==> src/rtl/spi_txn_arbiter_pkg.sv <==
// Shared types and defaults for the SPI transaction arbiter.
package spi_txn_arbiter_pkg;

  // Transaction FSM states
  typedef enum logic [2:0] {
    ST_IDLE       = 3'd0,
    ST_ARB        = 3'd1,
    ST_LOAD       = 3'd2,
    ST_WAIT_START = 3'd3,
    ST_WAIT_END   = 3'd4,
    ST_GAP        = 3'd5
  } state_t;

  localparam int DEF_GAP_CYCLES = 2;
  localparam int DEF_TMO_CYCLES = 64;

  typedef logic [7:0] byte_t;

  // Round-robin successor of a requester index, wrapping at n
  function automatic int rr_next(input int idx, input int n);
    return (idx + 1 >= n) ? 0 : idx + 1;
  endfunction

endpackage

==> src/rtl/spi_txn_arbiter_if.sv <==
// Byte-level link between the arbiter and the shared spi_master.
interface spi_txn_arbiter_if;
  import spi_txn_arbiter_pkg::*;

  logic  m_en;
  byte_t m_data_in;
  byte_t m_data_out;
  logic  m_cs;

  // Arbiter side: starts bytes and reads back the received data
  modport master (
    output m_en,
    output m_data_in,
    input  m_data_out,
    input  m_cs
  );

  // spi_master side
  modport slave (
    input  m_en,
    input  m_data_in,
    output m_data_out,
    output m_cs
  );
endinterface

==> src/rtl/spi_txn_arbiter_rr_arbiter.sv <==
// Combinational round-robin picker: first set request at or after ptr, wrapping.
module rr_arbiter #(
  parameter int NREQ = 2,
  parameter int IDXW = 1
) (
  input  logic [NREQ-1:0] req,
  input  logic [IDXW-1:0] ptr,
  output logic [NREQ-1:0] gnt,
  output logic [IDXW-1:0] gnt_idx,
  output logic            found
);

  logic [IDXW-1:0] cand_s;

  // Scan requesters starting at ptr; the first hit wins
  always_comb begin
    gnt     = '0;
    gnt_idx = '0;
    found   = 1'b0;
    cand_s  = '0;
    for (int i = 0; i < NREQ; i++) begin
      cand_s = IDXW'((int'(ptr) + i) % NREQ);
      if (!found && req[cand_s]) begin
        gnt[cand_s] = 1'b1;
        gnt_idx     = cand_s;
        found       = 1'b1;
      end else begin
        found = found;
      end
    end
  end

endmodule

==> src/rtl/spi_txn_arbiter.sv <==
// Shares one spi_master among NREQ requesters; each grant covers a whole
// multi-byte transaction, with a fixed idle gap and a per-edge timeout.
module spi_txn_arbiter
  import spi_txn_arbiter_pkg::*;
#(
  parameter int NREQ       = 2,
  parameter int LENW       = 4,
  parameter int GAP_CYCLES = DEF_GAP_CYCLES,
  parameter int TMO_CYCLES = DEF_TMO_CYCLES
) (
  input  logic                 clk,
  input  logic                 rst,
  input  logic [NREQ-1:0]      req,
  input  logic [NREQ*LENW-1:0] req_len,
  input  logic [NREQ*8-1:0]    tx_data,
  output logic [NREQ-1:0]      tx_ack,
  output byte_t                rx_data,
  output logic [NREQ-1:0]      rx_valid,
  output logic [NREQ-1:0]      done,
  output logic [NREQ-1:0]      grant,
  output logic                 busy,
  output logic                 timeout_err,
  spi_txn_arbiter_if.master    mbus
);

  localparam int IDXW = (NREQ > 1) ? $clog2(NREQ) : 1;
  localparam int TMOW = $clog2(TMO_CYCLES + 1);
  localparam int GAPW = $clog2(GAP_CYCLES + 1);

  state_t          state_r;
  logic [IDXW-1:0] owner_r;
  logic [IDXW-1:0] ptr_r;
  logic [LENW-1:0] remain_r;
  logic [TMOW-1:0] tmo_cnt_r;
  logic [GAPW-1:0] gap_cnt_r;
  logic [NREQ-1:0] grant_r;
  logic [NREQ-1:0] tx_ack_r;
  logic [NREQ-1:0] rx_valid_r;
  logic [NREQ-1:0] done_r;
  logic            busy_r;
  logic            timeout_err_r;
  byte_t           rx_data_r;
  logic            m_en_r;
  byte_t           m_data_in_r;

  logic [NREQ-1:0] gnt_s;
  logic [IDXW-1:0] gnt_idx_s;
  logic            found_s;
  logic [LENW-1:0] len_s;

  rr_arbiter #(
    .NREQ (NREQ),
    .IDXW (IDXW)
  ) u_rr (
    .req     (req),
    .ptr     (ptr_r),
    .gnt     (gnt_s),
    .gnt_idx (gnt_idx_s),
    .found   (found_s)
  );

  assign len_s = req_len[int'(gnt_idx_s)*LENW +: LENW];

  // Transaction FSM with all counters and registered outputs
  always_ff @(posedge clk) begin
    if (!rst) begin
      state_r       <= ST_IDLE;
      owner_r       <= '0;
      ptr_r         <= '0;
      remain_r      <= '0;
      tmo_cnt_r     <= '0;
      gap_cnt_r     <= '0;
      grant_r       <= '0;
      tx_ack_r      <= '0;
      rx_valid_r    <= '0;
      done_r        <= '0;
      busy_r        <= 1'b0;
      timeout_err_r <= 1'b0;
      rx_data_r     <= 8'h00;
      m_en_r        <= 1'b0;
      m_data_in_r   <= 8'h00;
    end else begin
      // Pulse outputs last a single cycle unless re-asserted below
      tx_ack_r      <= '0;
      rx_valid_r    <= '0;
      done_r        <= '0;
      timeout_err_r <= 1'b0;
      case (state_r)
        ST_IDLE: begin
          if (|req) state_r <= ST_ARB;
          else      state_r <= ST_IDLE;
        end
        ST_ARB: begin
          if (found_s) begin
            grant_r <= gnt_s;
            owner_r <= gnt_idx_s;
            busy_r  <= 1'b1;
            ptr_r   <= IDXW'(rr_next(int'(gnt_idx_s), NREQ));
            if (len_s == '0) begin
              // Empty transaction completes without touching the master
              done_r    <= gnt_s;
              gap_cnt_r <= '0;
              state_r   <= ST_GAP;
            end else begin
              remain_r <= len_s;
              state_r  <= ST_LOAD;
            end
          end else begin
            // Request vanished between IDLE and ARB
            state_r <= ST_IDLE;
          end
        end
        ST_LOAD: begin
          m_data_in_r <= tx_data[int'(owner_r)*8 +: 8];
          tx_ack_r    <= grant_r;
          m_en_r      <= 1'b1;
          tmo_cnt_r   <= '0;
          state_r     <= ST_WAIT_START;
        end
        ST_WAIT_START: begin
          if (!mbus.m_cs) begin
            m_en_r    <= 1'b0;
            tmo_cnt_r <= '0;
            state_r   <= ST_WAIT_END;
          end else if (tmo_cnt_r == TMOW'(TMO_CYCLES - 1)) begin
            m_en_r        <= 1'b0;
            timeout_err_r <= 1'b1;
            done_r        <= grant_r;
            gap_cnt_r     <= '0;
            state_r       <= ST_GAP;
          end else begin
            tmo_cnt_r <= tmo_cnt_r + 1'b1;
          end
        end
        ST_WAIT_END: begin
          if (mbus.m_cs) begin
            rx_data_r  <= mbus.m_data_out;
            rx_valid_r <= grant_r;
            remain_r   <= remain_r - 1'b1;
            if (remain_r == LENW'(1)) begin
              done_r    <= grant_r;
              gap_cnt_r <= '0;
              state_r   <= ST_GAP;
            end else begin
              state_r <= ST_LOAD;
            end
          end else if (tmo_cnt_r == TMOW'(TMO_CYCLES - 1)) begin
            // Aborted byte yields no rx_valid
            m_en_r        <= 1'b0;
            timeout_err_r <= 1'b1;
            done_r        <= grant_r;
            gap_cnt_r     <= '0;
            state_r       <= ST_GAP;
          end else begin
            tmo_cnt_r <= tmo_cnt_r + 1'b1;
          end
        end
        ST_GAP: begin
          if (gap_cnt_r == GAPW'(GAP_CYCLES - 1)) begin
            grant_r <= '0;
            busy_r  <= 1'b0;
            state_r <= ST_IDLE;
          end else begin
            gap_cnt_r <= gap_cnt_r + 1'b1;
          end
        end
        default: state_r <= ST_IDLE;
      endcase
    end
  end

  assign tx_ack         = tx_ack_r;
  assign rx_data        = rx_data_r;
  assign rx_valid       = rx_valid_r;
  assign done           = done_r;
  assign grant          = grant_r;
  assign busy           = busy_r;
  assign timeout_err    = timeout_err_r;
  assign mbus.m_en      = m_en_r;
  assign mbus.m_data_in = m_data_in_r;

endmodule

==> src/flat_wrapper.sv <==
// flat-port wrapper written by rule: the top's interface ports become plain ports
module spi_txn_arbiter_flat import spi_txn_arbiter_pkg::*;
#(
  parameter int NREQ       = 2,
  parameter int LENW       = 4,
  parameter int GAP_CYCLES = DEF_GAP_CYCLES,
  parameter int TMO_CYCLES = DEF_TMO_CYCLES
)
  (clk, rst, req, req_len, tx_data, tx_ack, rx_data, rx_valid, done, grant, busy, timeout_err, mbus_m_en, mbus_m_data_in, mbus_m_data_out, mbus_m_cs);
  spi_txn_arbiter_if mbus_i ();
  input  logic clk;
  input  logic rst;
  input  logic [NREQ-1:0] req;
  input  logic [NREQ*LENW-1:0] req_len;
  input  logic [NREQ*8-1:0] tx_data;
  output logic [NREQ-1:0] tx_ack;
  output byte_t rx_data;
  output logic [NREQ-1:0] rx_valid;
  output logic [NREQ-1:0] done;
  output logic [NREQ-1:0] grant;
  output logic busy;
  output logic timeout_err;
  output wire logic [$bits(mbus_i.m_en)-1:0] mbus_m_en;
  output wire logic [$bits(mbus_i.m_data_in)-1:0] mbus_m_data_in;
  input wire logic [$bits(mbus_i.m_data_out)-1:0] mbus_m_data_out;
  input wire logic [$bits(mbus_i.m_cs)-1:0] mbus_m_cs;
  assign mbus_m_en = mbus_i.m_en;
  assign mbus_m_data_in = mbus_i.m_data_in;
  assign mbus_i.m_data_out = mbus_m_data_out;
  assign mbus_i.m_cs = mbus_m_cs;
  spi_txn_arbiter #(.NREQ(NREQ), .LENW(LENW), .GAP_CYCLES(GAP_CYCLES), .TMO_CYCLES(TMO_CYCLES)) u_core (.clk(clk), .rst(rst), .req(req), .req_len(req_len), .tx_data(tx_data), .tx_ack(tx_ack), .rx_data(rx_data), .rx_valid(rx_valid), .done(done), .grant(grant), .busy(busy), .timeout_err(timeout_err), .mbus(mbus_i));
endmodule
==> config.mk <==
export PLATFORM = sky130hd
export DESIGN_NAME = spi_txn_arbiter_flat
export DESIGN_NICKNAME = d
export VERILOG_FILES = /design/src/rtl/spi_txn_arbiter_pkg.sv /design/src/rtl/spi_txn_arbiter_if.sv /design/src/rtl/spi_txn_arbiter_rr_arbiter.sv /design/src/rtl/spi_txn_arbiter.sv /design/src/flat_wrapper.sv
export SDC_FILE = /design/constraint.sdc
export NUM_CORES = 1
export LEC_CHECK = 0
export BUFFER_PORTS_ARGS = -buffer_cell sky130_fd_sc_hd__buf_2
export CELL_PAD_IN_SITES_DETAIL_PLACEMENT = 0
export CELL_PAD_IN_SITES_GLOBAL_PLACEMENT = 1
export CORE_UTILIZATION = 37
export DETAILED_ROUTE_END_ITERATION = 8
export PLACE_DENSITY_LB_ADDON = 0.08
export SYNTH_ARGS = -nofsm -noshare
export SYNTH_HDL_FRONTEND = slang
export SYNTH_SLANG_ARGS = --single-unit
==> constraint.sdc <==
create_clock -name clk -period 2.1 [get_ports clk]
set_input_delay 0.42 -clock clk [delete_from_list [all_inputs] [get_ports clk]]
set_output_delay 0.42 -clock clk [all_outputs]
set_load 0.02 [all_outputs]
==> flow_summary.json, run 1 <==
{
  "htree_levels": 2,
  "nNetsFinal": 380,
  "worstSetupStartpointType": "flip-flop",
  "worstHoldStart": "mbus_m_data_out[7]",
  "clock_path_buffers": 2,
  "synthAdderAreaFrac_pct": 2.26,
  "ys.flop_type": "dfxtp_1",
  "synth_compound_area_share_pct": 19.7,
  "drt-vias-per-instance": 5.17,
  "coreArea_sq_um": 5640,
  "ys_ff_latch": 45,
  "status": "completed",
  "ant_nets": 0,
  "yosysSeqAreaShare_pct": 40.7,
  "clk_latency_ns": 0.30,
  "slew_violations": 0,
  "fin_crit_sh_pct": 89.5,
  "design_area_sq_um": 2750,
  "gp_congestion": 0.838,
  "syn_area_sq_um": 2210,
  "cts_hold_buffers": 0,
  "cp_data_arrival_time_ns": 2.11,
  "worstSetupPathType": "flip-flop to flip-flop",
  "avgRoutedWirePerCell_um": 13.9,
  "finClkSkew_ns": 0.0124,
  "grt_pass1_wl_mm": 9.40,
  "period_minus_slack_ns": 1.88,
  "drive_gt1_share_pct": 27.9,
  "die_area_sq_um": 6300,
  "drt_first_pass_iters": 4,
  "grt.overflow.total": 0,
  "postSynthNetCount": 308,
  "synth_xor_area_share_pct": 1.58,
  "clk_pin_slew_ns": 0.09,
  "crit_start": "u_core.tmo_cnt_r[0]",
  "dp_slack_ns": 0.214,
  "synth_top_family_by_area": "simple AND/OR/NAND/NOR gates",
  "cp-end-kind": "flip-flop",
  "grt_antenna_before_repair": 0,
  "post-cts-setup-buffers": 0,
  "drc": 0,
  "grt_pass1_vias": 1985,
  "yosys_warnings": 0,
  "die_y_um": 79.3,
  "finalSetupViolCount": 0,
  "ctsResizeCount": 0,
  "port_buffers": 63,
  "synth.mux.area_fraction_pct": 6.05,
  "clock_sinks": 45,
  "fin_tns_setup_ns": 0,
  "start_util_pct": 39.2,
  "routed_wl_mm": 5.74,
  "grt_use_total_pct": 19.1,
  "die_x_um": 79.3,
  "synth_edf_count": 0,
  "cts_root_buf": "clkbuf_8",
  "syn_avg_cell_area_sq_um": 8.29,
  "drt_iter0_markers": 46,
  "cp_slowest_stage_delay_ns": 0.47,
  "maxCapViolCount": 0,
  "syn_inst": 267,
  "relSlewSlack_pct": 66.0,
  "reg2reg_from": "u_core.tmo_cnt_r[0]",
  "yosysUniqueCellTypes": 55,
  "grt_max_degree": 20,
  "rsz0062_at_grt": "false",
  "crit_fanout": 5,
  "synth_top_cell_area_share_pct": 40.7,
  "diodes": 0,
  "cts_tree": "built",
  "max_freq_mhz": 532,
  "yosys.area_share.simple_pct": 25.8,
  "syn_to_final_growth_pct": 24.4,
  "yosysTopAreaCell": "dfxtp_1",
  "rows": 27,
  "critical_path_required_ns": 2.33,
  "crit_slowest_cell": "or3_1",
  "dp_hpwl_mm": 4.30,
  "async_flop_share_pct": 0,
  "hold_viol": 0,
  "p_per_area_nw_per_um2": 679,
  "ioPinCount": 64,
  "numCtsBuffers": 5,
  "n_fill_cell": 589,
  "hp-class": "input port to flip-flop",
  "p_leak_nw": 1.13,
  "vias": 2131,
  "setup_ws_ns": 0.220,
  "worst_pin_slew_ns": 0.507,
  "post_dp_cell_area_sq_um": 2660,
  "vdd.ir_drop.worst_mv": 0.347,
  "cp_cell_sequence": "ha_1 > nand3_1 > or3_1 > o22ai_1 > nand2_1 > a21oi_1",
  "synthTopCellsByArea": "dfxtp_1 41%, nand2_1 7.5%, a21oi_1 5.0%"
}
[report_power, final]
group	internal (W)	switching (W)	leakage (nW)
combinational	0.000157	0.000209	0.721
sequential	0.000900	0.0000492	0.365
clock	0.000237	0.000318	0.0445
total	0.00129	0.000576	1.13
[final timing paths]
check	end	slack (ns)	cells after the start
max	u_core.done[0]	0.22	6
min	u_core.rx_data[7]	0.35	3
max reg2reg	u_core.done[0]	0.22	6
min reg2reg	u_core.rx_data[7]	0.45	2
[synthesized netlist by cell type (2+ instances only)]
cell and n:
a211oi_1 9, a21oi_1 22, a311oi_1 2, a31oi_1 2, a32oi_1 3, and2_1 3
and3_1 6, buf_6 2, clkbuf_1 8, dfxtp_1 45, ha_1 4, inv_1 6
mux2_2 3, mux2i_1 10, nand2_1 44, nand2b_1 5, nand3_1 6, nor2_1 27
nor3_1 4, nor3b_1 2, nor4_1 3, o211ai_1 2, o21ai_0 10, o22ai_1 2
o31a_1 2, or2_2 3, or3_1 2, xnor2_1 2, xor2_1 2
[cell type report]
class / instances / area, sq um / share of cell area, %
Clock buffer: 5 / 68.8 / 2.50
Clock inverter: 3 / 21.3 / 0.773
Inverter: 7 / 26.3 / 0.955
Multi-Input combinational cell: 203 / 1220 / 44.5
Sequential cell: 45 / 901 / 32.7
Tap cell: 72 / 90.1 / 3.27
Timing Repair Buffer: 77 / 420 / 15.3
[critical path, delay by kind of cell, from the launching register on]
family / cells / cell delay [ns]
adder cells (fa/ha/maj): 1 / 0.18
AND/OR/NAND/NOR: 3 / 0.75
AO/OA/AOI/OAI: 2 / 0.50
flip-flops: 1 / 0.39
[per-layer routing]
metal  global-route usage (%)  vias to the layer above  share of wire [%]
met5                        0                        -                  0
met4                     6.00                        0                1.2
met3                     3.56                        6                4.8
met2                     31.2                       67                 45
met1                     25.3                      958                 49
li1                         -                     1100                  -
[placed cells by master, fill, tap and decap left out, types with 4 or more instances in the layout]
cell / netlist / final
clkbuf_8: 0 / 5
o21ai_0: 10 / 10
nand2b_1: 5 / 5
a211oi_1: 9 / 9
nor3_1: 4 / 4
buf_4: 0 / 14
ha_1: 4 / 4
nor2_1: 27 / 27
nand3_1: 6 / 6
and3_1: 6 / 6
mux2i_1: 10 / 10
dfxtp_1: 45 / 45
a21oi_1: 22 / 22
nand2_1: 44 / 44
buf_2: 1 / 63
inv_1: 6 / 6
[stage by stage]
stage | util, % | hold WS (ns) | cells | power [W]
CTS | 48.8 | 0.344 | 412 | 0.00189
global route | 48.8 | 0.348 | 412 | 0.00197
global placement | 47.2 | 0.441 | 404 | 0.00133
finish | 48.8 | 0.353 | 412 | 0.00187
floorplan | - | 0.438 | 267 | 0.00120
detailed placement | 47.2 | 0.444 | 404 | 0.00134
[sequential cells by signal, indices dropped and copies added (netlist names), 3 cells and up]
signal                 count
u_core.mbus.m_data_in      8
u_core.rx_data             8
u_core.tmo_cnt_r           7
u_core.remain_r            4
u_core.state_r             3
[logic make-up (layout without fill, tap and decap cells)]
group	count (synthesis)	count (layout)
compound gates	66	66
xor+xnor	4	4
fa+ha+maj	4	4
buf+inv	19	92
flops	45	45
mux	13	13
simple gates	116	116
No activity file was read; power rests on OpenSTA's default activity.
==> run 2: changes to the inputs <==
--- a/config.mk
+++ b/config.mk
@@ -8,9 +8,11 @@
 export BUFFER_PORTS_ARGS = -buffer_cell sky130_fd_sc_hd__buf_2
 export CELL_PAD_IN_SITES_DETAIL_PLACEMENT = 0
 export CELL_PAD_IN_SITES_GLOBAL_PLACEMENT = 1
+export CORE_MARGIN = 3
 export CORE_UTILIZATION = 37
 export DETAILED_ROUTE_END_ITERATION = 8
 export PLACE_DENSITY_LB_ADDON = 0.08
+export REMOVE_ABC_BUFFERS = 1
 export SYNTH_ARGS = -nofsm -noshare
 export SYNTH_HDL_FRONTEND = slang
 export SYNTH_SLANG_ARGS = --single-unit
==> run 2 against run 1 <==
  * Combinational power decreased by 2%
  * First-iteration DRC count rose by 98%
  * Largest power group unchanged
  * Global-route usage shrank 2.4 points
  * Non-clock buffer count shrank 2
  * Fmax up 3.0%
==> flow_summary.json, run 2 (synthesized netlist as in run 1, its figures left out) <==
{
  "syn_to_final_growth_pct": 25.8,
  "clock_path_buffers": 2,
  "worstHoldStart": "mbus_m_data_out[7]",
  "power.internal_w": 0.00153,
  "ioPinCount": 64,
  "design_area_sq_um": 2790,
  "clkPwrFrac_pct": 37.8,
  "post_dp_cell_area_sq_um": 2650,
  "setup_ws_ns": 0.274,
  "nNetsFinal": 378,
  "fin_crit_sh_pct": 87.0,
  "ant_nets": 0,
  "cp_data_arrival_time_ns": 2.03,
  "dp_hpwl_mm": 4.35,
  "dp_slack_ns": 0.211,
  "period_minus_slack_ns": 1.83,
  "final_cell_mix": "63 x buf_2, 45 x dfxtp_1, 44 x nand2_1, 27 x nor2_1, 22 x a21oi_1",
  "worstSetupPathType": "flip-flop to flip-flop",
  "r2r_end": "u_core.remain_r[3]",
  "fin_util_pct": 49.4,
  "power.switching_w": 0.000570,
  "vias": 2131,
  "p_per_area_nw_per_um2": 754,
  "final_common_cell": "buf_2",
  "cp_slowest_stage_delay_ns": 0.48,
  "diodes": 0,
  "ctsResizeCount": 0,
  "min_to": "u_core.rx_data[7]",
  "worstSetupStartpointType": "flip-flop",
  "combPwrFrac_pct": 17.1,
  "die_x_um": 83.3,
  "die_y_um": 83.3,
  "max_freq_mhz": 548,
  "clk_latency_ns": 0.30,
  "relSlewSlack_pct": 66.4,
  "slew_violations": 0,
  "grt_pass1_vias": 2040,
  "grt_max_degree": 20,
  "hold_depth": 3,
  "cp-end-kind": "flip-flop",
  "post-cts-setup-buffers": 0,
  "reg2reg_depth": 5,
  "drive_gt1_share_pct": 27.5,
  "hold-worst-slack_ns": 0.349,
  "start_util_pct": 39.2,
  "pwr-share-seq_pct": 45.2,
  "vdd.ir_drop.worst_mv": 0.379,
  "rsz0062_at_grt": "false",
  "htree_levels": 2,
  "cp_cell_sequence": "or3b_1 > buf_4 > o31a_1 > or2_1 > o221a_1",
  "rows": 27,
  "grt_antenna_before_repair": 0,
  "status": "completed",
  "clk_pin_slew_ns": 0.09,
  "fin_tns_setup_ns": 0,
  "worst_pin_slew_ns": 0.504,
  "drt_iter0_markers": 91,
  "hold_viol": 0,
  "gp_congestion": 0.831,
  "cts_tree": "built",
  "finalSetupViolCount": 0,
  "numCtsBuffers": 5,
  "cts_root_buf": "clkbuf_8",
  "cp.buffers_inverters": 1,
  "clock_sinks": 45,
  "cts_hold_buffers": 0,
  "grt_pass1_wl_mm": 9.68,
  "p_leak_nw": 1.15,
  "r2r_slack_ns": 0.27,
  "drc": 0,
  "n_fill_cell": 588,
  "crit_family": "simple AND/OR/NAND/NOR gates",
  "finClkSkew_ns": 0.0105,
  "grt.overflow.total": 0,
  "drt-vias-per-instance": 5.20,
  "avgRoutedWirePerCell_um": 13.9,
  "crit_slowest_cell": "or3b_1",
  "critical_path_required_ns": 2.30,
  "port_buffers": 63,
  "grt_use_total_pct": 16.7,
  "maxCapViolCount": 0,
  "coreArea_sq_um": 5640,
  "swShare_pct": 27.1,
  "routed_wl_mm": 5.70,
  "hp-class": "input port to flip-flop",
  "crit_fanout": 13,
  "reg2reg_from": "u_core.state_r[0]",
  "die_area_sq_um": 6950,
  "drt_first_pass_iters": 4
}
-- run 2: changes by cell type in the layout (fill, tap and decap cells not counted), sizes merged --
cell	before	now
buf	77	75
bufinv	0	2
clkinv	2	1
clkinvlp	1	0
-- run 2: worst max-delay path by stage --
stage                         endpoint  slack, ns         startpoint  cells past startpoint
floorplan           u_core.remain_r[3]       0.24  u_core.state_r[2]                      4
global placement    u_core.remain_r[3]       0.24         req_len[0]                      6
detailed placement  u_core.remain_r[3]       0.21         req_len[0]                      6
CTS                 u_core.remain_r[2]       0.26  u_core.state_r[0]                      5
global route            u_core.done[0]       0.11  u_core.state_r[1]                      5
finish              u_core.remain_r[3]       0.27  u_core.state_r[0]                      5
-- run 2: area by class of cell --
cell class / count / area (sq um) / area share [%]
timing repair buffer: 75 / 405 / 14.6
clock buffer: 5 / 68.8 / 2.47
clock inverter: 3 / 68.8 / 2.47
sequential: 45 / 901 / 32.3
inverter: 7 / 26.3 / 0.943
multi-input combinational: 203 / 1220 / 44.0
tap: 72 / 90.1 / 3.23
-- run 2: stage by stage --
stage	power (W)	cells
after detailed placement	0.00133	402
after global routing	0.00220	410
final	0.00210	410
after global placement	0.00133	402
after floorplan	0.00119	255
after CTS	0.00212	410
-- run 2: worst register-to-register path, cell delays in order, from the launching register on --
cell and delay, ns:
dfxtp_1 0.44, or3b_1 0.48, buf_4 0.19, o31a_1 0.10, or2_1 0.29, o221a_1 0.22
-- run 2: metal layers --
layer  track usage, %  routed length [um]  up-vias
met5                0                   0        -
met1             21.4                2670      967
met4             5.20                  94        0
met2             27.8                2590       62
li1                 -                   -     1094
met3             3.97                 346        8
-- run 2: power groups by stage --
stage	combinational, W	sequential, W	clock, W
final	0.000359	0.000949	0.000793
after global routing	0.000401	0.000958	0.000843
after CTS	0.000362	0.000949	0.000811
after detailed placement	0.000360	0.000969	0
after global placement	0.000360	0.000969	0
after floorplan	0.000195	0.000991	0
